<file path="src/rtl/id_stage_control.sv">
// RV32IM decode/control stage: registers the control bundle one cycle after IF/ID, inserting bubbles for
// flush, load-use hazards and multi-cycle MUL/DIV; STALL_IF is combinational and holds PC and IF/ID.
module id_stage_control #(
  parameter bit ENABLE_M    = 1'b1,
  parameter int MUL_LATENCY = 2,
  parameter int DIV_LATENCY = 8,
  parameter int CNT_W       = 4
) (
  input  logic        CLK,
  input  logic        RESET,
  input  logic [31:0] INSTRUCTION,
  input  logic        IF_VALID,
  input  logic        FLUSH,
  input  logic        EX_MEM_READ,
  input  logic [4:0]  EX_RD,
  output logic        STALL_IF,
  output logic        CTRL_VALID,
  output logic [4:0]  ALU_SIGNAL,
  output logic        REG_FILE_WRITE,
  output logic [2:0]  MAIN_MEM_WRITE,
  output logic [3:0]  MAIN_MEM_READ,
  output logic [3:0]  BRANCH_CONTROL,
  output logic [3:0]  IMMEDIATE_SELECT,
  output logic        OPERAND_1_SELECT,
  output logic        OPERAND_2_SELECT,
  output logic [1:0]  REG_WRITE_SELECT,
  output logic [4:0]  RD_OUT,
  output logic        ILLEGAL
);

  localparam logic [6:0] OP_LUI    = 7'b0110111;
  localparam logic [6:0] OP_AUIPC  = 7'b0010111;
  localparam logic [6:0] OP_JAL    = 7'b1101111;
  localparam logic [6:0] OP_JALR   = 7'b1100111;
  localparam logic [6:0] OP_BRANCH = 7'b1100011;
  localparam logic [6:0] OP_LOAD   = 7'b0000011;
  localparam logic [6:0] OP_STORE  = 7'b0100011;
  localparam logic [6:0] OP_IMM    = 7'b0010011;
  localparam logic [6:0] OP_REG    = 7'b0110011;

  localparam logic [CNT_W-1:0] MUL_CNT = CNT_W'(MUL_LATENCY - 1);
  localparam logic [CNT_W-1:0] DIV_CNT = CNT_W'(DIV_LATENCY - 1);

  typedef enum logic {S_IDLE, S_BUSY} state_t;

  state_t           r_state, w_state_nxt;
  logic [CNT_W-1:0] r_cnt, w_cnt_nxt, w_cnt_dec;

  logic [6:0] w_opcode, w_f7;
  logic [2:0] w_f3;
  logic [4:0] w_rd, w_rs1, w_rs2;
  logic w_lui, w_auipc, w_jal, w_jalr, w_br, w_ld, w_st, w_opi, w_op;
  logic w_mop, w_legal, w_use_rs1, w_use_rs2, w_hazard, w_busy, w_issue, w_m_issue;

  logic       w_n_vld, w_n_ill, w_n_rfw, w_n_op1, w_n_op2;
  logic [4:0] w_n_alu, w_n_rd;
  logic [2:0] w_n_mw;
  logic [3:0] w_n_mr, w_n_bc, w_n_imm;
  logic [1:0] w_n_rws;

  assign w_opcode = INSTRUCTION[6:0];
  assign w_rd     = INSTRUCTION[11:7];
  assign w_f3     = INSTRUCTION[14:12];
  assign w_rs1    = INSTRUCTION[19:15];
  assign w_rs2    = INSTRUCTION[24:20];
  assign w_f7     = INSTRUCTION[31:25];

  assign w_lui   = (w_opcode == OP_LUI);
  assign w_auipc = (w_opcode == OP_AUIPC);
  assign w_jal   = (w_opcode == OP_JAL);
  assign w_jalr  = (w_opcode == OP_JALR);
  assign w_br    = (w_opcode == OP_BRANCH);
  assign w_ld    = (w_opcode == OP_LOAD);
  assign w_st    = (w_opcode == OP_STORE);
  assign w_opi   = (w_opcode == OP_IMM);
  assign w_op    = (w_opcode == OP_REG);
  assign w_mop   = w_op && (w_f7 == 7'b0000001);

  assign w_legal = w_lui | w_auipc | w_jal | w_jalr | w_br | w_ld | w_st | w_opi
                 | (w_op & (ENABLE_M | ~w_mop));

  // Only a genuinely read source register can create a load-use dependency.
  assign w_use_rs1 = ~(w_lui | w_auipc | w_jal);
  assign w_use_rs2 = w_op | w_st | w_br;
  assign w_hazard  = IF_VALID & EX_MEM_READ & (EX_RD != 5'd0)
                   & ((w_use_rs1 & (EX_RD == w_rs1)) | (w_use_rs2 & (EX_RD == w_rs2)));

  assign w_busy    = (r_state == S_BUSY);
  assign STALL_IF  = ~FLUSH & (w_busy | w_hazard);
  assign w_issue   = IF_VALID & ~FLUSH & ~w_busy & ~w_hazard;
  assign w_m_issue = w_issue & w_mop & ENABLE_M;
  assign w_cnt_dec = r_cnt - 1'b1;

  always_ff @(posedge CLK or negedge RESET) begin
    if (!RESET) begin
      r_state <= S_IDLE;
      r_cnt   <= '0;
    end else begin
      r_state <= w_state_nxt;
      r_cnt   <= w_cnt_nxt;
    end
  end

  // The counter keeps running under FLUSH so the EX unit's schedule is never disturbed.
  always_comb begin
    w_state_nxt = r_state;
    w_cnt_nxt   = r_cnt;
    case (r_state)
      S_IDLE: begin
        if (w_m_issue) begin
          w_cnt_nxt = w_f3[2] ? DIV_CNT : MUL_CNT;
          if (w_cnt_nxt != '0) w_state_nxt = S_BUSY;
        end
      end
      S_BUSY: begin
        w_cnt_nxt = w_cnt_dec;
        if (w_cnt_dec == '0) w_state_nxt = S_IDLE;
      end
      default: begin
        w_state_nxt = S_IDLE;
        w_cnt_nxt   = '0;
      end
    endcase
  end

  always_comb begin
    w_n_vld = 1'b0;
    w_n_ill = 1'b0;
    w_n_rfw = 1'b0;
    w_n_op1 = 1'b0;
    w_n_op2 = 1'b0;
    w_n_alu = '0;
    w_n_rd  = '0;
    w_n_mw  = '0;
    w_n_mr  = '0;
    w_n_bc  = '0;
    w_n_imm = '0;
    w_n_rws = '0;
    if (w_issue) begin
      w_n_vld = 1'b1;
      w_n_rd  = w_rd;
      if (!w_legal) begin
        w_n_ill = 1'b1;
      end else begin
        w_n_alu[2:0] = (w_auipc | w_jal | w_jalr | w_ld | w_st) ? 3'b000 : w_f3;
        w_n_alu[3]   = w_mop | w_lui;
        w_n_alu[4]   = w_lui
                     | (w_op & ~w_mop & w_f7[5] & ((w_f3 == 3'b000) | (w_f3 == 3'b101)))
                     | (w_opi & w_f7[5] & (w_f3 == 3'b101));
        w_n_rfw = ~(w_st | w_br);
        w_n_mw  = {w_st, w_f3[1:0]};
        w_n_mr  = {w_ld, w_f3};
        w_n_bc  = {w_jal | w_jalr | w_br, (w_jal | w_jalr) ? 3'b010 : w_f3};
        if (w_lui | w_auipc)                 w_n_imm[2:0] = 3'b000;
        else if (w_jal)                      w_n_imm[2:0] = 3'b001;
        else if (w_br)                       w_n_imm[2:0] = 3'b011;
        else if (w_st)                       w_n_imm[2:0] = 3'b100;
        else if (w_opi && w_f3[1:0] == 2'b01) w_n_imm[2:0] = 3'b101;
        else if (w_jalr | w_ld | w_opi)      w_n_imm[2:0] = 3'b010;
        else                                 w_n_imm[2:0] = 3'b000;
        w_n_imm[3] = (w_ld & ((w_f3 == 3'b100) | (w_f3 == 3'b101))) | (w_opi & (w_f3 == 3'b011));
        w_n_op1 = w_auipc | w_jal | w_jalr;
        w_n_op2 = ~w_op;
        w_n_rws = {w_auipc, ~w_ld};
      end
    end
  end

  always_ff @(posedge CLK or negedge RESET) begin
    if (!RESET) begin
      CTRL_VALID       <= 1'b0;
      ILLEGAL          <= 1'b0;
      REG_FILE_WRITE   <= 1'b0;
      ALU_SIGNAL       <= '0;
      MAIN_MEM_WRITE   <= '0;
      MAIN_MEM_READ    <= '0;
      BRANCH_CONTROL   <= '0;
      IMMEDIATE_SELECT <= '0;
      OPERAND_1_SELECT <= 1'b0;
      OPERAND_2_SELECT <= 1'b0;
      REG_WRITE_SELECT <= '0;
      RD_OUT           <= '0;
    end else begin
      CTRL_VALID       <= w_n_vld;
      ILLEGAL          <= w_n_ill;
      REG_FILE_WRITE   <= w_n_rfw;
      ALU_SIGNAL       <= w_n_alu;
      MAIN_MEM_WRITE   <= w_n_mw;
      MAIN_MEM_READ    <= w_n_mr;
      BRANCH_CONTROL   <= w_n_bc;
      IMMEDIATE_SELECT <= w_n_imm;
      OPERAND_1_SELECT <= w_n_op1;
      OPERAND_2_SELECT <= w_n_op2;
      REG_WRITE_SELECT <= w_n_rws;
      RD_OUT           <= w_n_rd;
    end
  end

endmodule
</file>
<file path="config.mk">
export PLATFORM = sky130hd
export DESIGN_NAME = id_stage_control
export DESIGN_NICKNAME = d
export VERILOG_FILES = /design/src/rtl/id_stage_control.sv
export SDC_FILE = /design/constraint.sdc
export NUM_CORES = 1
export LEC_CHECK = 0
export CORE_MARGIN = 2
export CORE_UTILIZATION = 38
export CTS_CLUSTER_SIZE = 20
export DETAILED_ROUTE_END_ITERATION = 7
export PLACE_DENSITY_LB_ADDON = 0.15
export SETUP_SLACK_MARGIN = 0.15
export SYNTH_ARGS = -nofsm -noshare
export SYNTH_HDL_FRONTEND = slang
export SYNTH_SLANG_ARGS = --single-unit
</file>
<file path="constraint.sdc">
create_clock -name CLK -period 1.7 [get_ports CLK]
set_input_delay 0.34 -clock CLK [delete_from_list [all_inputs] [get_ports CLK]]
set_output_delay 0.34 -clock CLK [all_outputs]
set_load 0.1 [all_outputs]
</file>
==> results of run 1 <==
## critical path: cells and delay by family
| kind | cells | cell delay (ns) |
|---|---|---|
| compound gates | 2 | 0.22 |
| buf+inv | 3 | 0.60 |
| xor+xnor | 1 | 0.17 |
| simple gates | 2 | 0.47 |
## worst paths after layout
kind | from | slack (ns) | endpoint
hold / removal | INSTRUCTION[3] | 0.43 | IMMEDIATE_SELECT[1]
max in group asynchronous | RESET | 0.90 | MAIN_MEM_READ[0]
setup / recovery | INSTRUCTION[16] | -0.43 | STALL_IF
min in group asynchronous | RESET | 0.47 | ALU_SIGNAL[2]
setup reg to reg | r_state | 0.32 | BRANCH_CONTROL[1]
hold reg to reg | r_state | 0.54 | r_cnt[0]
## power by group
group	switching, W	internal (W)	total [W]
Combinational	0.000253	0.000221	0.000474
Sequential	0.0000124	0.000845	0.000858
Clock	0.000278	0.000327	0.000605
Total	0.000544	0.00139	0.00194
## placed cells by master (no fill, tap or decap), types with 4 or more instances in the layout
master,instances
dlygate4sd2_1,10
dfrtp_1,33
inv_1,6
nand3_1,6
and2_1,4
nor3_1,4
buf_4,36
buf_12,33
a21oi_1,5
clkbuf_8,6
nand2_1,14
xnor2_1,10
nor4_4,4
buf_6,12
nor2_1,13
clkdlybuf4s50_1,17
a21oi_2,4
nor2_2,8
## per-stage QoR
stage	worst slack (ns)	utilization, %	std cells	total power [W]	hold WS, ns
after floorplan	-0.409	-	176	0.00106	0.0444
after global placement	-0.886	73.3	335	0.00130	0.516
after detailed placement	-0.924	73.3	335	0.00131	0.521
after CTS	-0.452	77.6	345	0.00192	0.481
after global routing	-0.476	80.8	350	0.00202	0.418
final	-0.435	80.8	350	0.00194	0.429
## final cells by class
| type | instances | area share, % |
|---|---|---|
| clock inverters | 1 | 0.141 |
| flip-flops and latches | 35 | 24.8 |
| well taps | 52 | 1.84 |
| repair buffers | 121 | 40.5 |
| multi-input cells | 127 | 29.3 |
| inverters | 7 | 0.954 |
| clock buffers | 7 | 2.44 |
## metal layers
metal	share of wire [%]	vias up	routed length, um	global-route usage, %
met1	37	895	2110	25.0
met3	7.6	8	430	4.92
li1	-	852	-	-
met4	1.6	0	89	6.08
met2	54	112	3060	36.4
met5	0	-	0	0
## sequential cells by signal, indices dropped and copies added (netlist names), 2 cells and up
signal,count
IMMEDIATE_SELECT,4
MAIN_MEM_READ,4
ALU_SIGNAL,5
r_cnt,4
RD_OUT,5
BRANCH_CONTROL,4
REG_WRITE_SELECT,2
## what timing repair did
action / CTS / global route
resized for setup: 65 / 37
pin swaps: 16 / 13
endpoints found under the setup margin: 36 / 36
cloned: 0 / 1
buffers inserted: 2 / 4
## logic make-up (layout without fill, tap and decap cells)
group | count (synthesis) | count (layout)
simple gates | 83 | 84
flops | 35 | 35
compound gates | 26 | 26
buf+inv | 15 | 136
xor+xnor | 14 | 14
fa+ha+maj | 2 | 2
mux | 1 | 1
==> out/results.tsv, run 1 <==
stage	metric	value	unit
status	status	finished, violations left	
status	violations	setup timing	
clocking	cts.clk_slew.worst_paths	0.07	ns
floorplan	core-area	4380	um^2
critical_path	path_cells	dlygate4sd2_1 > xnor2_2 > nand3_1 > nor4_4 > a21oi_4 > buf_6 > a21oi_4 > buf_12	
final_layout	fin_area	3540	um^2
route	num_vias	1867	
route	drt-pass1-iter-count	4	
floorplan	die_w	71.8	um
pwr	p_leak	1.61	nW
synth	async_flop_share	100	%
clocking	cts_tree	done	
clocking	numCtsBuffers	5	
global_routing	gr-total-overflow	0	
pwr	ir_drop	0.298	mV
timing	relSlewSlack	71.0	%
floorplan	num_rows	24	
timing	finalSetupTns	-9.51	ns
synth	muxShareOfSynthArea	0.573	%
synth	synth_edf_count	0	
timing	worst_pin_slew	0.434	ns
critical_path	cp_slowest_cell	nor4_4	
route	drt_wl_total	5690	um
final_layout	area_growth	103	%
clocking	cts-root-buf	clkbuf_8	
route	ant_nets	0	
global_routing	grt_pass1_wl	8260	um
hold_path	min-delay-path-class	input pin to flop	
flow_run	maxCapViolCount	0	
critical_path	critPathArrivalTime	1.79	ns
floorplan	pin_count	75	
synth	synth-xor-area-share	7.02	%
synth	synth_top_family_by_area	simple AND/OR/NAND/NOR gates	
route	drtIter0Drc	126	
synth	synthesis.area	1750	um^2
synth	synthTopCellsByArea	dfrtp_1, xnor2_1, nor2_1	
critical_path	cp.required	1.36	ns
synth	dominantRegCellSynth	dfrtp_1	
synth	yosys.area_share.adder	1.43	%
synth	synth_seq_cells	35	
final_layout	fill_cells	243	
global_routing	grt_max_degree	36	
final_layout	regArea	878	um^2
synth	ys_top_cells_by_count	dfrtp_1, nor2_1, nand2_1, xnor2_1, a21oi_1	
synth	synth.top_cell.area_share	50.1	%
timing	period_share	126	%
final_layout	multiInputGateArea	1040	um^2
placement	numPortBuffers	74	
synth	synth-compound-area-share	11.8	%
placement	hpwl	3840	um
timing	drv_slew	0	
synth	yosys_warnings	0	
route	wl_per_cell	16.2	um
final_layout	drive_gt1_share	47.0	%
route	via_per_inst	5.33	
global_routing	antenna_found_initial	0	
critical_path	crit_fanout	2	
critical_path	crit_path_frequent_cell	a21oi_4	
critical_path	crit_path_end_kind	primary output	
global_routing	grt.total_usage	20.6	%
timing	finalClockSkew	0.00401	ns
synth	synth_most_common_cell	dfrtp_1	
timing	rsz0062_at_grt	true	
synth	synth_nets	220	
clocking	h-tree-depth	2	
floorplan	dieArea	5160	um^2
synth	synth_simple_gate_area_share	25.1	%
pwr	power_density	547	nW/um^2
placement	gp_congestion	0.907	
timing	hold_viol_final	0	
synth	yosys.area.top_type	dfrtp_1	
route	drc	0	
placement	dpl-instance-area	3210	um^2
synth	yosysUniqueCellTypes	43	
final_layout	nets	341	
floorplan	fp.dieH	71.8	um
floorplan	initial_utilization	39.9	%
hold_path	hold_depth	3	
synth	avgSynthCellArea	9.93	um^2
clocking	clock-sinks	35	
clocking	hold_buffers	0	
critical_path	cpPeakStageDelay	0.32	ns
critical_path	ff2ff_path_depth	6	
timing	setup_violations	35	
critical_path	crit_type	input pin to primary output	
global_routing	grt_pass1_vias	1785	
clocking	clk_latency	0.27	ns
synth	ys_seq_area_share	50.1	%
synth	netlist_instances	176	
critical_path	startpoint_type	input pin	
clocking	cts_max_path_buffers	2	
timing	max_freq	468	MHz
final_layout	antenna_cells	0	
timing	min_period	2.13	ns
timing	finalWorstSetupSlack	-0.435	ns
Power figures use the tool's default switching activity.
==> run 2, diff against run 1 <==
--- a/config.mk
+++ b/config.mk
@@ -9,7 +9,9 @@
 export CORE_UTILIZATION = 38
 export CTS_CLUSTER_SIZE = 20
 export DETAILED_ROUTE_END_ITERATION = 7
+export MAX_ROUTING_LAYER = met4
 export PLACE_DENSITY_LB_ADDON = 0.15
+export REMOVE_ABC_BUFFERS = 1
 export SETUP_SLACK_MARGIN = 0.15
 export SYNTH_ARGS = -nofsm -noshare
 export SYNTH_HDL_FRONTEND = slang
==> run 2 against run 1 <==
The flow still finishes with violations (setup timing). Clock skew is 0.0024 ns higher. Fmax rose by 0.18%. Worst hold slack worse by 0.042 ns. Register-to-register slack got worse by 0.07 ns. Non-clock buffer count up 15. Flip-flop and latch count did not move. Largest cell class unchanged.
==> out/results.tsv, run 2 (same netlist as run 1, synthesis figures left out) <==
stage	metric	value	unit	change
flow_run	maxCapViolCount	0		unchanged
final_layout	area_growth	106	%	
pwr	power_density	533	nW/um^2	-2.5%
status	violations	setup timing		
hold_path	min-delay-path-class	input pin to flop		
floorplan	fp.dieH	71.8	um	unchanged
clocking	cts-root-buf	clkbuf_8		
timing	period_share	125	%	-0.23 points
timing	timing.hold.ws	0.387	ns	-0.0425 ns
route	drtIter0Drc	120		-4.8%
floorplan	die_w	71.8	um	unchanged
global_routing	antenna_found_initial	0		unchanged
final_layout	nets	355		+4.1%
timing	relSlewSlack	70.0	%	-1.1 points
clocking	numCtsBuffers	5		unchanged
timing	hold_viol_final	0		unchanged
global_routing	grt_pass1_wl	9160	um	+11%
route	drt_wl_total	5750	um	+1.1%
placement	dp_cells	340		+1.5%
timing	rsz0062_at_grt	true		
route	num_vias	1888		+1.1%
final_layout	drive_gt1_share	44.2	%	-2.7 points
timing	drv_slew	0		unchanged
pwr	ir_drop	0.367	mV	+23%
placement	hpwl	3850	um	+0.38%
floorplan	pin_count	75		unchanged
route	wl_per_cell	15.8	um	-2.8%
pwr	p_leak	1.66	nW	+3.1%
critical_path	crit_fanout	7		+5
timing	finalSetupTns	-10.99	ns	-1.48 ns
clocking	cts_max_path_buffers	2		unchanged
final_layout	antenna_cells	0		unchanged
placement	numPortBuffers	74		unchanged
clocking	h-tree-depth	2		unchanged
status	status	finished, violations left		
clocking	cts_tree	done		
final_layout	top_regs	ALU_SIGNAL: 5 flops, RD_OUT: 5 flops		
placement	gp_congestion	0.847		-6.6%
timing	min_period	2.13	ns	-0.00385 ns
global_routing	gr-total-overflow	0		unchanged
floorplan	core-area	4380	um^2	unchanged
timing	worst_pin_slew	0.444	ns	+0.00998 ns
final_layout	final_common_cell	buf_4		
timing	finalWorstSetupSlack	-0.431	ns	+0.00385 ns
route	drc	0		unchanged
timing	setup_violations	36		+2.9%
route	drt-pass1-iter-count	4		unchanged
critical_path	path_cells	buf_8 > or4_4 > o211ai_4 > nor4_2 > buf_4 > a21oi_4 > buf_4 > buf_6 > nand3_4 > inv_4 > nand2_8 > buf_4 > a21oi_2		
final_layout	final_cell_mix	buf_4, dfrtp_1, buf_12		
final_layout	stdcell_count	364		+4.0%
clocking	clk_latency	0.29	ns	+0.02 ns
global_routing	grt_max_degree	36		unchanged
critical_path	crit_type	input pin to flop		
timing	max_freq	469	MHz	+0.18%
floorplan	initial_utilization	39.9	%	unchanged
critical_path	cpPeakStageDelay	0.53	ns	+0.21 ns
floorplan	dieArea	5160	um^2	unchanged
critical_path	startpoint_type	input pin		
clocking	hold_buffers	0		unchanged
critical_path	crit_path_frequent_cell	buf_4		
clocking	cts.clk_slew.worst_paths	0.07	ns	about the same
placement	pre_cts_slack	-0.955	ns	-0.0311 ns
route	ant_nets	0		unchanged
critical_path	cp_slowest_cell	or4_4		
timing	finalClockSkew	0.00641	ns	+0.00241 ns
floorplan	num_rows	24		unchanged
critical_path	crit_path_end_kind	flop		
global_routing	grt.total_usage	24.0	%	+3.3 points
clocking	clock-sinks	35		unchanged
critical_path	cp.required	1.91	ns	+0.55 ns
critical_path	critPathArrivalTime	2.35	ns	+0.56 ns
route	via_per_inst	5.19		-2.8%
global_routing	grt_pass1_vias	1962		+9.9%
## run 2: metrics by stage
stage / total power [W] / utilization, % / cell area, um^2
after global routing: 0.00200 / 82.2 / 3600
after detailed placement: 0.00131 / 72.7 / 3190
after floorplan: 0.00104 / - / 1710
after global placement: 0.00130 / 72.7 / 3190
after CTS: 0.00191 / 80.8 / 3540
final: 0.00192 / 82.2 / 3600
## run 2: final cells by class
| cell class | count | area (um^2) |
|---|---|---|
| inverters | 7 | 28.8 |
| flip-flops and latches | 35 | 876 |
| well taps | 52 | 65.1 |
| clock inverters | 1 | 5.00 |
| clock buffers | 7 | 76.3 |
| fillers | 235 | 782 |
| multi-input cells | 126 | 977 |
| repair buffers | 136 | 1570 |
## run 2: report_power, final
| group | internal (W) | switching (W) | total, W |
|---|---|---|---|
| Combinational | 0.000234 | 0.000247 | 0.000481 |
| Sequential | 0.000845 | 0.0000121 | 0.000857 |
| Clock | 0.000287 | 0.000294 | 0.000581 |
| Total | 0.00137 | 0.000554 | 0.00192 |
## run 2: final timing paths
check	start	endpoint	slack [ns]	cells past startpoint
max in group asynchronous	RESET	RD_OUT[1]	0.92	2
hold / removal	INSTRUCTION[3]	IMMEDIATE_SELECT[1]	0.39	3
setup reg to reg	r_state	BRANCH_CONTROL[3]	0.25	6
min in group asynchronous	RESET	IMMEDIATE_SELECT[2]	0.46	2
hold reg to reg	r_cnt[1]	r_cnt[1]	0.56	1
setup / recovery	EX_RD[4]	BRANCH_CONTROL[3]	-0.43	13
## run 2: metal layers
metal  GRT usage, %  wire length, um  up-vias
met4           9.43              233        0
li1               -                -      879
met1           27.3             2240      903
met2           42.0             2970       88
met5              -                0        -
met3           3.94              300       18
## run 2: critical path, delay by kind of cell
family	cells	cell delay, ns
AND/OR/NAND/NOR	4	0.78
AO/OA/AOI/OAI	3	0.48
buffers and inverters	6	0.72
## run 2: what timing repair did
action | CTS | global route
gates resized for setup | 88 | 13
setup endpoints to repair | 36 | 36
endpoints found under the hold margin | 0 | 0
pin swaps | 21 | 3
gates cloned | 1 | 0
buffers inserted | 14 | 1
